--- src/rtl/cpu_pkg.sv ---
// Shared CPU types for the register scoreboard: register index type,
// the hard-wired zero register, and the default outstanding-write counter type.
package cpu_pkg;

  localparam int SCB_CNT_W = 2;

  typedef logic [4:0] creg_t;

  localparam creg_t REG_ZERO = 5'd0;

  typedef logic [SCB_CNT_W-1:0] scb_cnt_t;

endpackage

--- src/rtl/scb_counter.sv ---
// One per-register outstanding-write counter. It counts up on a tracked issue
// and down on a retire, and clears on flush. It refuses to step past either
// end, so an unexpected inc/dec can never wrap the count.
module scb_counter #(
  parameter int W = 2
) (
  input  logic clk,
  input  logic resetn,
  input  logic inc,
  input  logic dec,
  input  logic clr,
  output logic is_zero,
  output logic is_one,
  output logic is_max
);

  logic [W-1:0] cnt_q;
  logic [W-1:0] cnt_d;

  assign is_zero = (cnt_q == '0);
  assign is_one  = (cnt_q == W'(1));
  assign is_max  = (&cnt_q);

  // Next count: flush wins, otherwise net +1/-1, with simultaneous inc+dec cancelling
  always_comb begin
    cnt_d = cnt_q;
    if (clr) begin
      cnt_d = '0;
    end else if (inc && !dec && !is_max) begin
      cnt_d = cnt_q + W'(1);
    end else if (dec && !inc && !is_zero) begin
      cnt_d = cnt_q - W'(1);
    end
  end

  // Count register, cleared asynchronously with the rest of the pipeline
  always_ff @(posedge clk or negedge resetn) begin
    if (!resetn) begin
      cnt_q <= '0;
    end else begin
      cnt_q <= cnt_d;
    end
  end

endmodule

--- src/rtl/reg_scoreboard.sv ---
// Register scoreboard for late (non-forwardable from E) results such as
// loads and mul/div. It tracks outstanding writes per destination register
// and stalls decode on a source hazard, or when tracking capacity is exhausted.
module reg_scoreboard
  import cpu_pkg::*;
#(
  parameter int CNT_W        = SCB_CNT_W,
  parameter int MAX_INFLIGHT = 4,
  localparam int INF_W       = $clog2(MAX_INFLIGHT + 1)
) (
  input  logic             clk,
  input  logic             resetn,
  input  logic             issue_valid,
  input  logic             issue_wr,
  input  logic [4:0]       issue_rd,
  input  logic             issue_late,
  input  logic [4:0]       rs_d,
  input  logic [4:0]       rt_d,
  output logic             issue_ready,
  input  logic             wb_valid,
  input  logic [4:0]       wb_rd,
  input  logic             flush,
  output logic [31:0]      pending,
  output logic [INF_W-1:0] inflight,
  output logic             overflow_err
);

  logic [31:0]      cnt_zero;
  logic [31:0]      cnt_one;
  logic [31:0]      cnt_max;
  logic             late_wr;
  logic             hz_s;
  logic             hz_t;
  logic             structural;
  logic             track;
  logic             wb_ok;
  logic [INF_W-1:0] inflight_q;
  logic [INF_W-1:0] inflight_d;
  logic             overflow_q;
  logic             overflow_d;

  // r0 is hard-wired zero: it reads as an idle counter that can never fill
  assign cnt_zero[0] = 1'b1;
  assign cnt_one[0]  = 1'b0;
  assign cnt_max[0]  = 1'b0;

  for (genvar r = 1; r < 32; r++) begin : g_cnt
    scb_counter #(.W(CNT_W)) u_cnt (
      .clk     (clk),
      .resetn  (resetn),
      .inc     (track && (issue_rd == creg_t'(r))),
      .dec     (wb_ok && (wb_rd == creg_t'(r))),
      .clr     (flush),
      .is_zero (cnt_zero[r]),
      .is_one  (cnt_one[r]),
      .is_max  (cnt_max[r])
    );
  end

  // Stall decision; a last outstanding write retiring now is covered by the W forward path
  always_comb begin
    hz_s        = (rs_d != REG_ZERO) && !cnt_zero[rs_d] &&
                  !(wb_valid && (wb_rd == rs_d) && cnt_one[rs_d]);
    hz_t        = (rt_d != REG_ZERO) && !cnt_zero[rt_d] &&
                  !(wb_valid && (wb_rd == rt_d) && cnt_one[rt_d]);
    late_wr     = issue_valid && issue_wr && issue_late && (issue_rd != REG_ZERO);
    structural  = late_wr && (cnt_max[issue_rd] ||
                  ((inflight_q == INF_W'(MAX_INFLIGHT)) && !wb_valid));
    issue_ready = !(issue_valid && (hz_s || hz_t || structural));
    track       = late_wr && issue_ready;
    wb_ok       = wb_valid && !cnt_zero[wb_rd];
  end

  // Total in-flight count and sticky spurious-retire flag; flush leaves the flag alone
  always_comb begin
    inflight_d = inflight_q;
    if (flush) begin
      inflight_d = '0;
    end else if (track && !wb_ok) begin
      inflight_d = inflight_q + INF_W'(1);
    end else if (!track && wb_ok) begin
      inflight_d = inflight_q - INF_W'(1);
    end
    overflow_d = overflow_q || (wb_valid && !wb_ok);
  end

  // Aggregate state registers
  always_ff @(posedge clk or negedge resetn) begin
    if (!resetn) begin
      inflight_q <= '0;
      overflow_q <= 1'b0;
    end else begin
      inflight_q <= inflight_d;
      overflow_q <= overflow_d;
    end
  end

  assign pending      = ~cnt_zero;
  assign inflight     = inflight_q;
  assign overflow_err = overflow_q;

endmodule

--- config.mk ---
export PLATFORM = sky130hd
export DESIGN_NAME = reg_scoreboard
export DESIGN_NICKNAME = d
export VERILOG_FILES = /design/src/rtl/cpu_pkg.sv /design/src/rtl/scb_counter.sv /design/src/rtl/reg_scoreboard.sv
export SDC_FILE = /design/constraint.sdc
export NUM_CORES = 1
export LEC_CHECK = 0
export BUFFER_PORTS_ARGS = -buffer_cell sky130_fd_sc_hd__buf_4
export CAP_MARGIN = 20
export CORE_AREA = 10 10 192 194
export DETAILED_ROUTE_END_ITERATION = 10
export DIE_AREA = 0 0 202 204
export PLACE_DENSITY_LB_ADDON = 0.3
export SLEW_MARGIN = 20
export SYNTH_ARGS = -nofsm -noshare
export SYNTH_HDL_FRONTEND = slang
export SYNTH_SLANG_ARGS = --single-unit
--- constraint.sdc ---
create_clock -name clk -period 5.1 [get_ports clk]
set_input_delay 0.765 -clock clk [delete_from_list [all_inputs] [get_ports clk]]
set_output_delay 0.765 -clock clk [all_outputs]
set_load 0.01 [all_outputs]
== After elaboration in Yosys (flattened, before gate mapping) ==
Index checks and enable logic that the tools add are counted.
Operators by class
  add/sub/neg operators: 64
  $lt $le $gt $ge: 4
  equal/unequal tests: 96
  mux-type cells: 108
  bitwise gates (word level): 1
  reduce and logical (&&, ||, !) cells: 439
Operator list (count)
  $logic_and 1x1->1: 205
  $mux 2: 93
  $eq 5x5->1 const B: 32
  $logic_not 1->1: 133
  $reduce_bool 3->1: 32
  $eq 5x4->1 const B: 16
  $add 2x1->2 const B: 31
  $eq 2x1->1 const B: 31
  $logic_not 2->1: 31
  $reduce_and 2->1: 31
  $sub 2x1->2 const B: 31
  $eq 5x3->1 const B: 8
  $not 32->32: 1
  $bmux 1 s5: 6
  $lt 5x6->1 const B: 4
  $eq 5x2->1 const B: 4
  $reduce_bool 5->1: 3
  $eq 5x1->1 const B: 2
  $eq 5x5->1: 2
  $mux 3: 3
  $mux 1: 6
  $logic_or 1x1->1: 4
  $add 3x1->3 const B: 1
  $eq 3x3->1 const B: 1
  $sub 3x1->3 const B: 1
Storage, ports and cells
  register bits after elaboration: 66
  input port bits: 27
  output and inout port bits: 37
  logic and storage cells: 745

== Logic depth before layout (Yosys ltp) ==
  depth after elaboration: 18
  depth in mapped cells: 16
  gate-level depth less buffers: 14

== By module ==
Synthesis repeated with hierarchy kept, for this count alone.
Second synthesis, totals
  cells, all modules: 921
  area, all modules: 8265.4 µm²
By module, submodules not included
  scb_counter (g_cnt[10].u_cnt ...): times used 29, cells an instance 19, area an instance 177.7 µm², seq. area each 50.0 µm²
  reg_scoreboard: times used 1, cells an instance 334, area an instance 2747.6 µm², seq. area each 100.1 µm²
  scb_counter (g_cnt[3].u_cnt ...): times used 2, cells an instance 18, area an instance 182.7 µm², seq. area each 50.0 µm²

== Worst setup path before layout ==
No wires, ideal clock.
  path kind: input port to flip-flop
  start: in rs_d[1]
  end: reg inflight_q[2], in the netlist inflight[2]
  setup time: 0.132 ns
  arrival time: 3.726 ns
  data required time: 4.968 ns
  slack: 1.242 ns
  cell stages on the path: 15
  path buffers: 3
  cell sequence: buf_2 -> mux2_1 -> a221oi_1 -> nor4_1 -> nor4_1 -> a2bb2oi_2 -> or3_1 -> buf_6 -> buf_6 -> nor2_1 -> fa_1 -> or2_2 -> mux2i_1 -> xnor2_1 -> nor2_1
On the way
  cells in the longest elaborated chain, start to end: 13
  elaborated cells between the ends (all ways): 23
  classes of those cells: eq/ne: 1; mux: 6; reduce/logical: 16
Ends and longest elaborated chain
  from (decl): line reg_scoreboard.sv:17  | input logic [4:0] rs_d,
  $bmux 1 s5 (tied with other cells): line reg_scoreboard.sv:62  | hz_s = (rs_d != REG_ZERO) && !cnt_zero[rs_d] &&
  $mux 1 (implied by the code) (tied with other cells): line reg_scoreboard.sv:62
  $logic_not 1->1 / $logic_and 1x1->1 (equally long branches): line reg_scoreboard.sv:62, reg_scoreboard.sv:63
  $logic_and 1x1->1 / $logic_not 1->1 (equally long branches): line reg_scoreboard.sv:62, reg_scoreboard.sv:63
  $logic_and 1x1->1 *: line reg_scoreboard.sv:62
  $logic_or 1x1->1 * (2 in a row): line reg_scoreboard.sv:69  | issue_ready = !(issue_valid && (hz_s || hz_t || structural));
  $logic_and 1x1->1 *: line reg_scoreboard.sv:69
  $logic_not 1->1 *: line reg_scoreboard.sv:69
  $logic_and 1x1->1 *: line reg_scoreboard.sv:70  | track = late_wr && issue_ready;
  $logic_and 1x1->1 / $logic_not 1->1 (equally long branches): line reg_scoreboard.sv:79, reg_scoreboard.sv:81
  $mux 3 / $logic_and 1x1->1 (equally long branches): line reg_scoreboard.sv:79, reg_scoreboard.sv:81
  $mux 3 / $reduce_bool 3->1 (equally long branches)
  to (signal assigned): line reg_scoreboard.sv:93  | inflight_q <= inflight_d;
  to (decl): line reg_scoreboard.sv:37  | logic [INF_W-1:0] inflight_q;
Mark *: on every way between the ends. The rest lies on a longest branch, timed or not. The select of a mux whose other input is x is not followed.
A chain may end at the register's enable or synchronous reset.

== Worst setup path in the final report ==
  start: reg g_cnt[9].u_cnt.cnt_q[1]
  end: reg inflight_q[2], in the netlist inflight[2]
On the way
  cells in the longest elaborated chain, start to end: 14
  elaborated cells between the ends (all ways): 41
  classes of those cells: eq/ne: 1; mux: 14; reduce/logical: 26
Ends and longest elaborated chain
  from (decl): line scb_counter.sv:17  | logic [W-1:0] cnt_q;
  from (signal assigned): line scb_counter.sv:41  | cnt_q <= cnt_d;
  $eq 2x1->1 / $logic_not 2->1 (equally long branches): line scb_counter.sv:21, scb_counter.sv:20
  $bmux 1 s5 (on tied branches)
  $mux 1 (on tied branches)
  $logic_and 1x1->1 (tied with other cells): line reg_scoreboard.sv:63  | !(wb_valid && (wb_rd == rs_d) && cnt_one[rs_d]);
  $logic_not 1->1 (tied with other cells): line reg_scoreboard.sv:63
  $logic_and 1x1->1 (on tied branches): line reg_scoreboard.sv:62, reg_scoreboard.sv:64
  $logic_or 1x1->1 (2 in a row): line reg_scoreboard.sv:69
  $logic_and 1x1->1: line reg_scoreboard.sv:69
  $logic_not 1->1: line reg_scoreboard.sv:69
  $logic_and 1x1->1: line reg_scoreboard.sv:70
  $logic_and 1x1->1 / $logic_not 1->1 (equally long branches): line reg_scoreboard.sv:79, reg_scoreboard.sv:81
  $mux 3 / $logic_and 1x1->1 (equally long branches): line reg_scoreboard.sv:79, reg_scoreboard.sv:81
  $mux 3 / $reduce_bool 3->1 (equally long branches)
Several ways; a longest one is shown, not always the timed one. The select of a mux whose other input is x is not followed.

==> results.py <==
metrics = {
    "run_status": {
        "status": "finished, final reports clean",
    },
    "place": {
        "place_congestion": 0.906,
        "hpwl_microns": 22200,
        "portBuffers": 62,
        "post-place-ws_ns": 0.784,
    },
    "synthesis": {
        "synth_edf_count": 0,
        "yosysUniqueCellTypes": 77,
        "synth.yosys.warnings": 0,
        "seq_area_frac_synth": 0.204,
        "async_flop_share": 1.00,
        "synth_top_cell_by_area": "dfrtp_1",
        "syn_area_sq_mm": 0.00810,
        "synthCells": 932,
        "syn_nets": 1053,
        "synth_flop_cell": "dfrtp_1",
        "ys_seq_elements": 66,
        "synthTopCellsByArea": "dfrtp_1, ha_1, mux4_2",
        "syn-mean-instance-area_sq_um": 8.69,
        "synth_top_area_frac": 0.204,
    },
    "timing": {
        "hold_viol_final": 0,
        "tightest_slew_ns": 1.15,
        "rsz0062_at_grt": "no",
        "setup_ws_ns": 1.06,
        "clock_skew_ns": 0.00670,
        "slew_headroom": 0.230,
        "fin_crit_sh": 0.792,
        "max_freq_mhz": 248,
        "finalMaxSlewViolations": 0,
        "setup_viol": 0,
        "tns_ns": 0,
        "period_needed_ns": 4.04,
    },
    "cts": {
        "clock_path_buffers": 2,
        "cts_sinks": 66,
        "clock-root-buffer": "clkbuf_16",
        "htree_levels": 3,
        "cts-resized-gates": 0,
        "hold_buffers": 0,
        "insertion_delay_ns": 0.36,
        "postCtsSetupBuffers": 0,
        "clkTransAtPathRegs_ns": 0.06,
        "cts_tree": "done",
        "numCtsBuffers": 9,
    },
    "die": {
        "dieArea_sq_mm": 0.0412,
        "pin_count": 64,
        "start_util": 0.245,
        "core-area_sq_mm": 0.0331,
        "rows": 67,
        "fp.dieH_microns": 204,
        "fp.dieW_microns": 202,
    },
    "setup_path": {
        "crit_arrival_ns": 4.25,
        "crit_fanout": 12,
        "ff2ff_path_depth": 13,
        "crit_type": "flip-flop to flip-flop",
        "rrSetupSlack_ns": 1.06,
        "crit_slowest_cell": "or3_1",
        "path_common_cell": "nor2_1",
        "worst_setup_path_start_kind": "flip-flop",
        "critical_path_buf_inv_count": 1,
        "cp_slowest_stage_delay_ns": 0.52,
        "crit_family": "simple AND/OR/NAND/NOR gates",
        "r2r_start": "g_cnt[9].u_cnt.cnt_q[1]",
        "crit_required_ns": 5.31,
        "reg2reg_to": "inflight[2]",
        "crit_path_end_kind": "flip-flop",
        "path_cells": "inv_1, ha_1, mux4_2, mux2_2, o22ai_1, o22a_1, or3_1, nor2_1, fa_1, or2_2, mux2i_1, xnor2_1, nor2_1",
    },
    "min_path": {
        "hold_start": "overflow_err",
        "hold-path-cell-count": 1,
        "holdPathEnd": "overflow_err",
        "min_path_type": "flip-flop to flip-flop",
    },
    "cells_and_area": {
        "syn_to_final_growth_pct": 13.9,
        "nFillCells": 3539,
        "nNetsFinal": 1081,
        "final_layout_size_suffix_gt1_frac": 0.175,
        "final_common_cell": "inv_1",
        "final_cell_mix": "inv_1, nor2_1, ha_1",
    },
    "power": {
        "leakage_nw": 4.00,
        "power_density_mw_per_mm2": 187,
        "p_total_mw": 1.72,
        "irDropWorstVdd_mv": 0.107,
    },
    "detailed_routing": {
        "drcViolationCount": 0,
        "drt-total-wl_microns": 28600,
        "route.vias.total": 7192,
        "routedWlPerCell_microns": 20.2,
        "drtIter0Drc": 568,
        "first_pass_iters": 4,
        "viasPerCell": 5.09,
        "antenna_left": 0,
    },
    "global_route": {
        "grt_use_met1": 0.176,
        "busiest_layer": "met2",
        "grt_pass1_vias": 7123,
        "grt_first_pass_wirelength_microns": 43300,
        "antenna_found_initial": 1,
        "gr-total-overflow": 0,
        "use_met2": 0.225,
        "grtUsageTotal": 0.136,
        "grt_max_degree": 67,
        "grt_use_met3": 0.0239,
    },
    "flow_run": {
        "drv_cap": 0,
    },
}
-- Yosys cell counts, types with 14 or more instances --
cell type / instances
nand2_1: 49
a21oi_1: 24
a311oi_1: 15
inv_1: 116
nor4_1: 19
ha_1: 93
nand2b_1: 14
mux2i_1: 38
buf_2: 16
xnor2_1: 19
a31oi_1: 14
dfrtp_1: 66
mux4_2: 34
nor3_1: 18
nand3_1: 31
nor2b_1: 14
a211oi_1: 16
mux2_2: 21
clkbuf_1: 31
nor2_1: 113
-- layer usage --
metal  vias to the layer above  part of all wire
met5                         -                 0
met4                         0             0.023
met3                        42             0.063
met2                       241              0.48
met1                      3541              0.44
li1                       3368                 -
-- metrics by stage --
step                hold slack (ns)  utilization  std cells  cell area (sq um)
global placement              0.444        0.270       1397               8950
detailed placement            0.446        0.270       1397               8950
finish                        0.456        0.279       1414               9230
global route                  0.471        0.279       1414               9230
CTS                           0.459        0.279       1413               9230
floorplan                     0.469            -        932               8100
-- power breakdown --
group	switching [mW]	internal, mW	total (mW)
clock	0.261	0.378	0.639
sequential	0.0238	0.548	0.571
combinational	0.305	0.206	0.512
total	0.590	1.13	1.72
-- flip-flops by register name, indices dropped and copies added, names as in the netlist --
signal / flops
g_cnt.u_cnt.cnt_q: 62
overflow_err: 1
inflight: 3
-- area by class of cell --
type                    instances  area (sq um)  share of cell area
inverters                     116           435              0.0472
flip-flops and latches         66          1650               0.179
diodes                          1          2.50            0.000271
clock buffers                  13           240              0.0260
well taps                     448           561              0.0607
clock inverters                 3          40.0             0.00434
repair buffers                 70           526              0.0569
multi-input cells             697          5770               0.626
-- worst max-delay path by stage --
| stage | to | cells past startpoint | startpoint |
|---|---|---|---|
| floorplan | inflight[2] | 15 | rs_d[1] |
| global placement | inflight[2] | 12 | rt_d[0] |
| detailed placement | inflight[2] | 12 | rt_d[0] |
| CTS | inflight[2] | 14 | g_cnt[3].u_cnt.cnt_q[1] |
| global route | inflight[2] | 14 | g_cnt[3].u_cnt.cnt_q[1] |
| finish | inflight[2] | 13 | g_cnt[9].u_cnt.cnt_q[1] |
-- cells by family after synthesis --
family	Yosys count	synth area share
flops	66	0.204
buf+inv	169	0.0840
simple gates	325	0.205
other cells	1	0.000463
fa+ha+maj	99	0.152
mux	96	0.175
compound gates	141	0.131
xor+xnor	35	0.0490
-- worst register-to-register path: stages, from the launching register on --
cell,delay [ns]
dfrtp_1,0.43
inv_1,0.09
ha_1,0.27
mux4_2,0.48
mux2_2,0.28
o22ai_1,0.19
o22a_1,0.48
or3_1,0.52
nor2_1,0.12
fa_1,0.39
or2_2,0.30
mux2i_1,0.15
xnor2_1,0.14
nor2_1,0.05
(Power assumes the default switching activity.)
